--- config.mk ---
export PLATFORM = sky130hd
export DESIGN_NAME = if_fetch_unit_flat
export DESIGN_NICKNAME = d
export VERILOG_FILES = /design/src/rtl/if_fetch_unit_if.sv /design/src/rtl/if_fetch_unit.sv /design/src/flat_wrapper.sv
export SDC_FILE = /design/constraint.sdc
export NUM_CORES = 1
export LEC_CHECK = 0
export ABC_AREA = 1
export CAP_MARGIN = 20
export CORE_UTILIZATION = 58
export DETAILED_ROUTE_END_ITERATION = 6
export PLACE_DENSITY = 0.83
export SYNTH_ARGS = -nofsm -noshare
export SYNTH_HDL_FRONTEND = slang
export SYNTH_SLANG_ARGS = --single-unit
--- constraint.sdc ---
create_clock -name clk -period 4.16 [get_ports clk]
set_input_delay 0.416 -clock clk [delete_from_list [all_inputs] [get_ports clk]]
set_output_delay 0.416 -clock clk [all_outputs]
set_load 0.01 [all_outputs]
--- src/rtl/if_fetch_unit_if.sv ---
// Fetch-stage bus bundle: redirect/freeze controls, instruction-memory handshake, IF/ID outputs.
// master = fetch unit side, slave = environment (hazard unit, EXE, memory, IF/ID register).
// Widths follow ADDRESS_LEN / INSTRUCTION_LEN and must match the fetch unit instance.
interface if_fetch_unit_if #(
    parameter int ADDRESS_LEN     = 32,
    parameter int INSTRUCTION_LEN = 32
);
    // pipeline control
    logic                       freeze;
    logic                       branch_taken;
    logic [ADDRESS_LEN-1:0]     branch_address;
    // instruction memory
    logic                       imem_req;
    logic [ADDRESS_LEN-1:0]     imem_addr;
    logic                       imem_ack;
    logic                       imem_rvalid;
    logic [INSTRUCTION_LEN-1:0] imem_rdata;
    // towards IF/ID register
    logic                       if_valid;
    logic [ADDRESS_LEN-1:0]     if_pc;
    logic [INSTRUCTION_LEN-1:0] if_instruction;

    modport master (
        input  freeze, branch_taken, branch_address,
        input  imem_ack, imem_rvalid, imem_rdata,
        output imem_req, imem_addr,
        output if_valid, if_pc, if_instruction
    );

    modport slave (
        output freeze, branch_taken, branch_address,
        output imem_ack, imem_rvalid, imem_rdata,
        input  imem_req, imem_addr,
        input  if_valid, if_pc, if_instruction
    );
endinterface

--- src/rtl/if_fetch_unit.sv ---
// Instruction fetch: owns the PC, one outstanding imem request, one-entry skid, branch redirect.
// Latency: output registered 1 cycle after imem_rvalid; 2 cycles/instr with a 1-cycle memory.
// Backpressure: freeze holds if_* bit-exact; one early response parks in the skid, then fetch stalls.
// Ports: clk, rst (async, active-low) plus the fetch bus (master modport):
//   freeze/branch_taken/branch_address in, imem_req/imem_addr out, imem_ack/imem_rvalid/imem_rdata in,
//   if_valid/if_pc/if_instruction out (if_pc = fetch address + PC_STEP).
module if_fetch_unit #(
    parameter int                     ADDRESS_LEN     = 32,
    parameter int                     INSTRUCTION_LEN = 32,
    parameter logic [ADDRESS_LEN-1:0] RESET_PC        = '0,
    parameter logic [ADDRESS_LEN-1:0] PC_STEP         = ADDRESS_LEN'(4)
) (
    input  logic            clk,
    input  logic            rst,
    if_fetch_unit_if.master fetch
);
    typedef enum logic [1:0] {
        S_REQ  = 2'd0,
        S_WAIT = 2'd1,
        S_HOLD = 2'd2
    } state_t;

    state_t                     r_state;
    logic [ADDRESS_LEN-1:0]     r_pc;
    logic [ADDRESS_LEN-1:0]     r_pc_req;
    logic                       r_kill;
    logic                       r_imem_req;
    logic [ADDRESS_LEN-1:0]     r_imem_addr;
    logic                       r_if_valid;
    logic [ADDRESS_LEN-1:0]     r_if_pc;
    logic [INSTRUCTION_LEN-1:0] r_if_instruction;
    logic                       r_skid_valid;
    logic [ADDRESS_LEN-1:0]     r_skid_pc;
    logic [INSTRUCTION_LEN-1:0] r_skid_instr;

    logic [ADDRESS_LEN-1:0]     w_pc_next;
    logic                       w_slot_free;

    // Wraps modulo 2^ADDRESS_LEN by construction.
    assign w_pc_next   = r_pc_req + PC_STEP;
    // The output register can take new data if it is empty or being consumed this edge.
    assign w_slot_free = !r_if_valid || !fetch.freeze;

    always_ff @(posedge clk or negedge rst) begin
        if (!rst) begin
            r_state          <= S_REQ;
            r_pc             <= RESET_PC;
            r_pc_req         <= '0;
            r_kill           <= 1'b0;
            r_imem_req       <= 1'b0;
            r_imem_addr      <= '0;
            r_if_valid       <= 1'b0;
            r_if_pc          <= '0;
            r_if_instruction <= '0;
            r_skid_valid     <= 1'b0;
            r_skid_pc        <= '0;
            r_skid_instr     <= '0;
        end else begin
            // Consumption; overridden below when something replaces the output.
            if (r_if_valid && !fetch.freeze) begin
                r_if_valid <= 1'b0;
            end

            if (fetch.branch_taken) begin
                r_if_valid   <= 1'b0;
                r_skid_valid <= 1'b0;
                r_pc         <= fetch.branch_address;
                case (r_state)
                    S_REQ: begin
                        if (r_imem_req && fetch.imem_ack) begin
                            r_kill     <= 1'b1;
                            r_imem_req <= 1'b0;
                            r_state    <= S_WAIT;
                        end else if (r_imem_req) begin
                            // Request already on the bus must stay stable until acked:
                            // let it complete and throw its response away.
                            r_kill <= 1'b1;
                        end else begin
                            r_imem_req  <= 1'b1;
                            r_imem_addr <= fetch.branch_address;
                        end
                    end
                    S_WAIT: begin
                        if (fetch.imem_rvalid) begin
                            // Response lands this edge and is dropped: nothing left to kill.
                            r_kill      <= 1'b0;
                            r_state     <= S_REQ;
                            r_imem_req  <= 1'b1;
                            r_imem_addr <= fetch.branch_address;
                        end else begin
                            r_kill <= 1'b1;
                        end
                    end
                    default: begin
                        r_state     <= S_REQ;
                        r_imem_req  <= 1'b1;
                        r_imem_addr <= fetch.branch_address;
                    end
                endcase
            end else begin
                case (r_state)
                    S_REQ: begin
                        if (!r_imem_req) begin
                            // First cycle after reset: raise the request from the PC.
                            r_imem_req  <= 1'b1;
                            r_imem_addr <= r_pc;
                        end else if (fetch.imem_ack) begin
                            r_pc_req   <= r_pc;
                            r_imem_req <= 1'b0;
                            r_state    <= S_WAIT;
                        end
                    end
                    S_WAIT: begin
                        if (fetch.imem_rvalid) begin
                            if (r_kill) begin
                                r_kill      <= 1'b0;
                                r_state     <= S_REQ;
                                r_imem_req  <= 1'b1;
                                r_imem_addr <= r_pc;
                            end else begin
                                r_pc <= w_pc_next;
                                if (w_slot_free) begin
                                    r_if_valid       <= 1'b1;
                                    r_if_pc          <= w_pc_next;
                                    r_if_instruction <= fetch.imem_rdata;
                                    r_state          <= S_REQ;
                                    r_imem_req       <= 1'b1;
                                    r_imem_addr      <= w_pc_next;
                                end else begin
                                    r_skid_valid <= 1'b1;
                                    r_skid_pc    <= w_pc_next;
                                    r_skid_instr <= fetch.imem_rdata;
                                    r_state      <= S_HOLD;
                                end
                            end
                        end
                    end
                    default: begin
                        // Skid drains into the output the edge the freeze lifts.
                        if (!fetch.freeze && r_skid_valid) begin
                            r_if_valid       <= 1'b1;
                            r_if_pc          <= r_skid_pc;
                            r_if_instruction <= r_skid_instr;
                            r_skid_valid     <= 1'b0;
                            r_state          <= S_REQ;
                            r_imem_req       <= 1'b1;
                            r_imem_addr      <= r_pc;
                        end
                    end
                endcase
            end
        end
    end

    assign fetch.imem_req       = r_imem_req;
    assign fetch.imem_addr      = r_imem_addr;
    assign fetch.if_valid       = r_if_valid;
    assign fetch.if_pc          = r_if_pc;
    assign fetch.if_instruction = r_if_instruction;
endmodule

--- src/flat_wrapper.sv ---
// flat-port wrapper written by rule: the top's interface ports become plain ports
module if_fetch_unit_flat 
#(
    parameter int                     ADDRESS_LEN     = 32,
    parameter int                     INSTRUCTION_LEN = 32,
    parameter logic [ADDRESS_LEN-1:0] RESET_PC        = '0,
    parameter logic [ADDRESS_LEN-1:0] PC_STEP         = ADDRESS_LEN'(4)
)
  (clk, rst, fetch_freeze, fetch_branch_taken, fetch_branch_address, fetch_imem_ack, fetch_imem_rvalid, fetch_imem_rdata, fetch_imem_req, fetch_imem_addr, fetch_if_valid, fetch_if_pc, fetch_if_instruction);
  if_fetch_unit_if #(.ADDRESS_LEN(ADDRESS_LEN), .INSTRUCTION_LEN(INSTRUCTION_LEN)) fetch_i ();
  input  logic clk;
  input  logic rst;
  input wire logic [$bits(fetch_i.freeze)-1:0] fetch_freeze;
  input wire logic [$bits(fetch_i.branch_taken)-1:0] fetch_branch_taken;
  input wire logic [$bits(fetch_i.branch_address)-1:0] fetch_branch_address;
  input wire logic [$bits(fetch_i.imem_ack)-1:0] fetch_imem_ack;
  input wire logic [$bits(fetch_i.imem_rvalid)-1:0] fetch_imem_rvalid;
  input wire logic [$bits(fetch_i.imem_rdata)-1:0] fetch_imem_rdata;
  output wire logic [$bits(fetch_i.imem_req)-1:0] fetch_imem_req;
  output wire logic [$bits(fetch_i.imem_addr)-1:0] fetch_imem_addr;
  output wire logic [$bits(fetch_i.if_valid)-1:0] fetch_if_valid;
  output wire logic [$bits(fetch_i.if_pc)-1:0] fetch_if_pc;
  output wire logic [$bits(fetch_i.if_instruction)-1:0] fetch_if_instruction;
  assign fetch_i.freeze = fetch_freeze;
  assign fetch_i.branch_taken = fetch_branch_taken;
  assign fetch_i.branch_address = fetch_branch_address;
  assign fetch_i.imem_ack = fetch_imem_ack;
  assign fetch_i.imem_rvalid = fetch_imem_rvalid;
  assign fetch_i.imem_rdata = fetch_imem_rdata;
  assign fetch_imem_req = fetch_i.imem_req;
  assign fetch_imem_addr = fetch_i.imem_addr;
  assign fetch_if_valid = fetch_i.if_valid;
  assign fetch_if_pc = fetch_i.if_pc;
  assign fetch_if_instruction = fetch_i.if_instruction;
  if_fetch_unit #(.ADDRESS_LEN(ADDRESS_LEN), .INSTRUCTION_LEN(INSTRUCTION_LEN), .RESET_PC(RESET_PC), .PC_STEP(PC_STEP)) u_core (.clk(clk), .rst(rst), .fetch(fetch_i));
endmodule
==> metrics.cfg <==
[clock_network]
cts.reportedPaths.clkPinSlew_ns = 0.07
cts_tree = built
cts_max_level = 1
cts_resized = 0
cts_sinks = 230
numCtsBuffers = 23
clk_latency_ns = 0.52
root_buffer = clkbuf_16
cts_buffer_depth = 3

[worst_hold_path]
hold_class = primary input to register
whs_path_depth = 4

[timing]
worst_pin_slew_ns = 1.00
worst_slack_ns = 1.29
min_period_ns = 2.87
tns_ns = 0
max_slew_margin_pct = 33.2
max_freq_mhz = 349
rsz0062_at_grt = no
skew_ns = 0.0105
report.final.slew_viol_count = 0
setup_viol = 0
fin_crit_sh_pct = 68.9
hold_violations = 0

[final_layout]
layout.nets = 1569
final_cell_mix = nand2_1 (472), dfrtp_1 (230), clkdlybuf4s50_1 (165)
utilization_pct = 73.7
areaGrowthSynthToFinish_pct = 23.9
area.sequential_sq_um = 5760
multiInputGateArea_sq_um = 4300
drive_gt1_share_pct = 5.02
num_antenna_cells = 0
final_cell_count_no_fill = 1742
final_common_cell = nand2_1
nFillCells = 1341

[detailed_routing]
drt_iter0_drc = 1024
vias = 9901
drc_errors = 28
routed_wl_microns = 29100
viasPerCell = 5.68
dr.pass1.iters = 7
ant_nets = 0
routedWlPerCell_microns = 16.7

[yosys]
synth_seq_cells = 230
synth_fp_nets = 1436
yosysWarnings = 0
synthCells = 1365
yosysSeqAreaShare_pct = 53.5
synth-async-reset-ratio_pct = 100
yosysUniqueCellTypes = 31
avgSynthCellArea_sq_um = 7.88
netlist_area_sq_um = 10800
dominantRegCellSynth = dfrtp_1
synth-edff-count = 0

[worst_setup_path]
startpoint_type = register
worst_ep_required_time_ns = 4.53
crit_arrival_ns = 3.23
crit_path_end_kind = register
crit_fanout = 49
criticalPathCategory = register to register
reg2reg_depth = 9

[pwr]
peakVddDrop_mv = 0.371
power.leakage_nw = 6.07
powerDensity_nw_per_um2 = 659
total_power_mw = 8.78

[die]
die_h_microns = 138
die_w_microns = 138
dieArea_sq_um = 19100
start_util_pct = 59.5
rows = 49
core_sq_um = 18100
io_pins = 168

[flow_run]
maxCapViolations = 0

[run_status]
violations = DRC
run_status = finished with violations

[global_routing]
grt_max_degree = 97
antenna_found_initial = 0
track_usage_pct = 31.0
grt_pass1_vias = 9504
grt-ovfl-total = 0
grt_pass1_wl_microns = 47800

[placement]
post-place-ws_ns = 1.20
gp_congestion = 0.990
dp_hpwl_microns = 18900
portBuffers = 167
dp.cells = 1700

## per-layer routing
layer / track usage (%) / wire length (microns) / vias up
li1: - / - / 4669
met1: 43.1 / 12200 / 4710
met2: 48.5 / 13400 / 445
met3: 4.92 / 2280 / 77
met4: 14.0 / 1220 / 0
met5: 0 / 0 / -
## Yosys cell counts, types with 3 or more instances
library cell  count  area, sq um
buf_1             5         18.8
clkbuf_1         25         93.8
o221ai_1          5         43.8
buf_2            36          180
dfrtp_1         230         5760
nand3_1          28          140
o21ai_1          12         60.1
xor2_1            5         43.8
a21oi_1         121          606
nor2_1          142          533
inv_1            87          327
buf_4             7         52.6
nor2_2            3         18.8
xnor2_1           4         35.0
nand2_1         473         1780
inv_2             8         30.0
o21ai_0          89          445
o211ai_1         20          150
a31oi_1          49          307
nand2_2           5         31.3
## final cells by class
class                      count  share of cell area [%]
timing repair buffer         181                    13.5
sequential                   230                    43.2
tap                          229                    2.15
clock inverter                13                    1.49
inverter                      95                    2.68
multi-input combinational    967                    32.3
clock buffer                  27                    4.66
## power breakdown
group	internal, mW	total (mW)	switching [mW]
Sequential	2.92	3.46	0.540
Combinational	1.41	3.05	1.65
Clock	1.38	2.27	0.890
Total	5.70	8.78	3.08
## critical path: stages (launching register included)
cell     delay (ns)
dfrtp_1        0.47
nor2_8         0.14
nand2_2        0.06
buf_4          0.29
inv_2          0.39
nand2_1        0.13
nand2_1        0.62
inv_1          0.30
a21oi_1        0.20
o21ai_0        0.10
## per-stage QoR
step	area, sq um	hold WS, ns
CTS	13300	0.353
global route	13300	0.389
finish	13300	0.360
global placement	12500	0.457
floorplan	10800	0.120
detailed placement	12500	0.453
## kinds of logic (layout without fill, tap and decap cells)
| group | after synthesis | count (layout) | synth area share (%) |
|---|---|---|---|
| buffers and inverters | 168 | 316 | 6.53 |
| adders and majority gates | 1 | 1 | 0.116 |
| AOI/OAI and AO/OA | 299 | 299 | 15.2 |
| and+or+nand+nor | 658 | 658 | 23.9 |
| xor gates and xnor gates | 9 | 9 | 0.733 |
| DFF | 230 | 230 | 53.5 |
## path summary, 6_finish.rpt
check / from / endpoint / slack [ns]
min: fetch_branch_taken / u_core.r_pc[0] / 0.36
min in group asynchronous: rst / u_core.fetch.if_pc[19] / 0.47
max reg2reg: u_core.r_state[1] / u_core.r_pc[18] / 1.29
min reg2reg: u_core.r_skid_instr[0] / u_core.r_skid_instr[0] / 0.48
max: u_core.r_state[1] / u_core.r_pc[18] / 1.29
max in group asynchronous: rst / u_core.r_pc_req[12] / 2.57
## flip-flops by register name (all words and copies together), names as in the netlist, 2 cells and up
name / cells
u_core.r_pc_req: 32
u_core.fetch.imem_addr: 32
u_core.fetch.if_pc: 32
u_core.fetch.if_instruction: 32
u_core.r_pc: 32
u_core.r_state: 2
u_core.r_skid_pc: 32
u_core.r_skid_instr: 32
## timing repair
item,in CTS,in global routing
buffers inserted,0,0
hold buffers,1,0
endpoints found under the hold margin,84,0
endpoints found under the setup margin,0,0
Power figures use the tool's default switching activity.
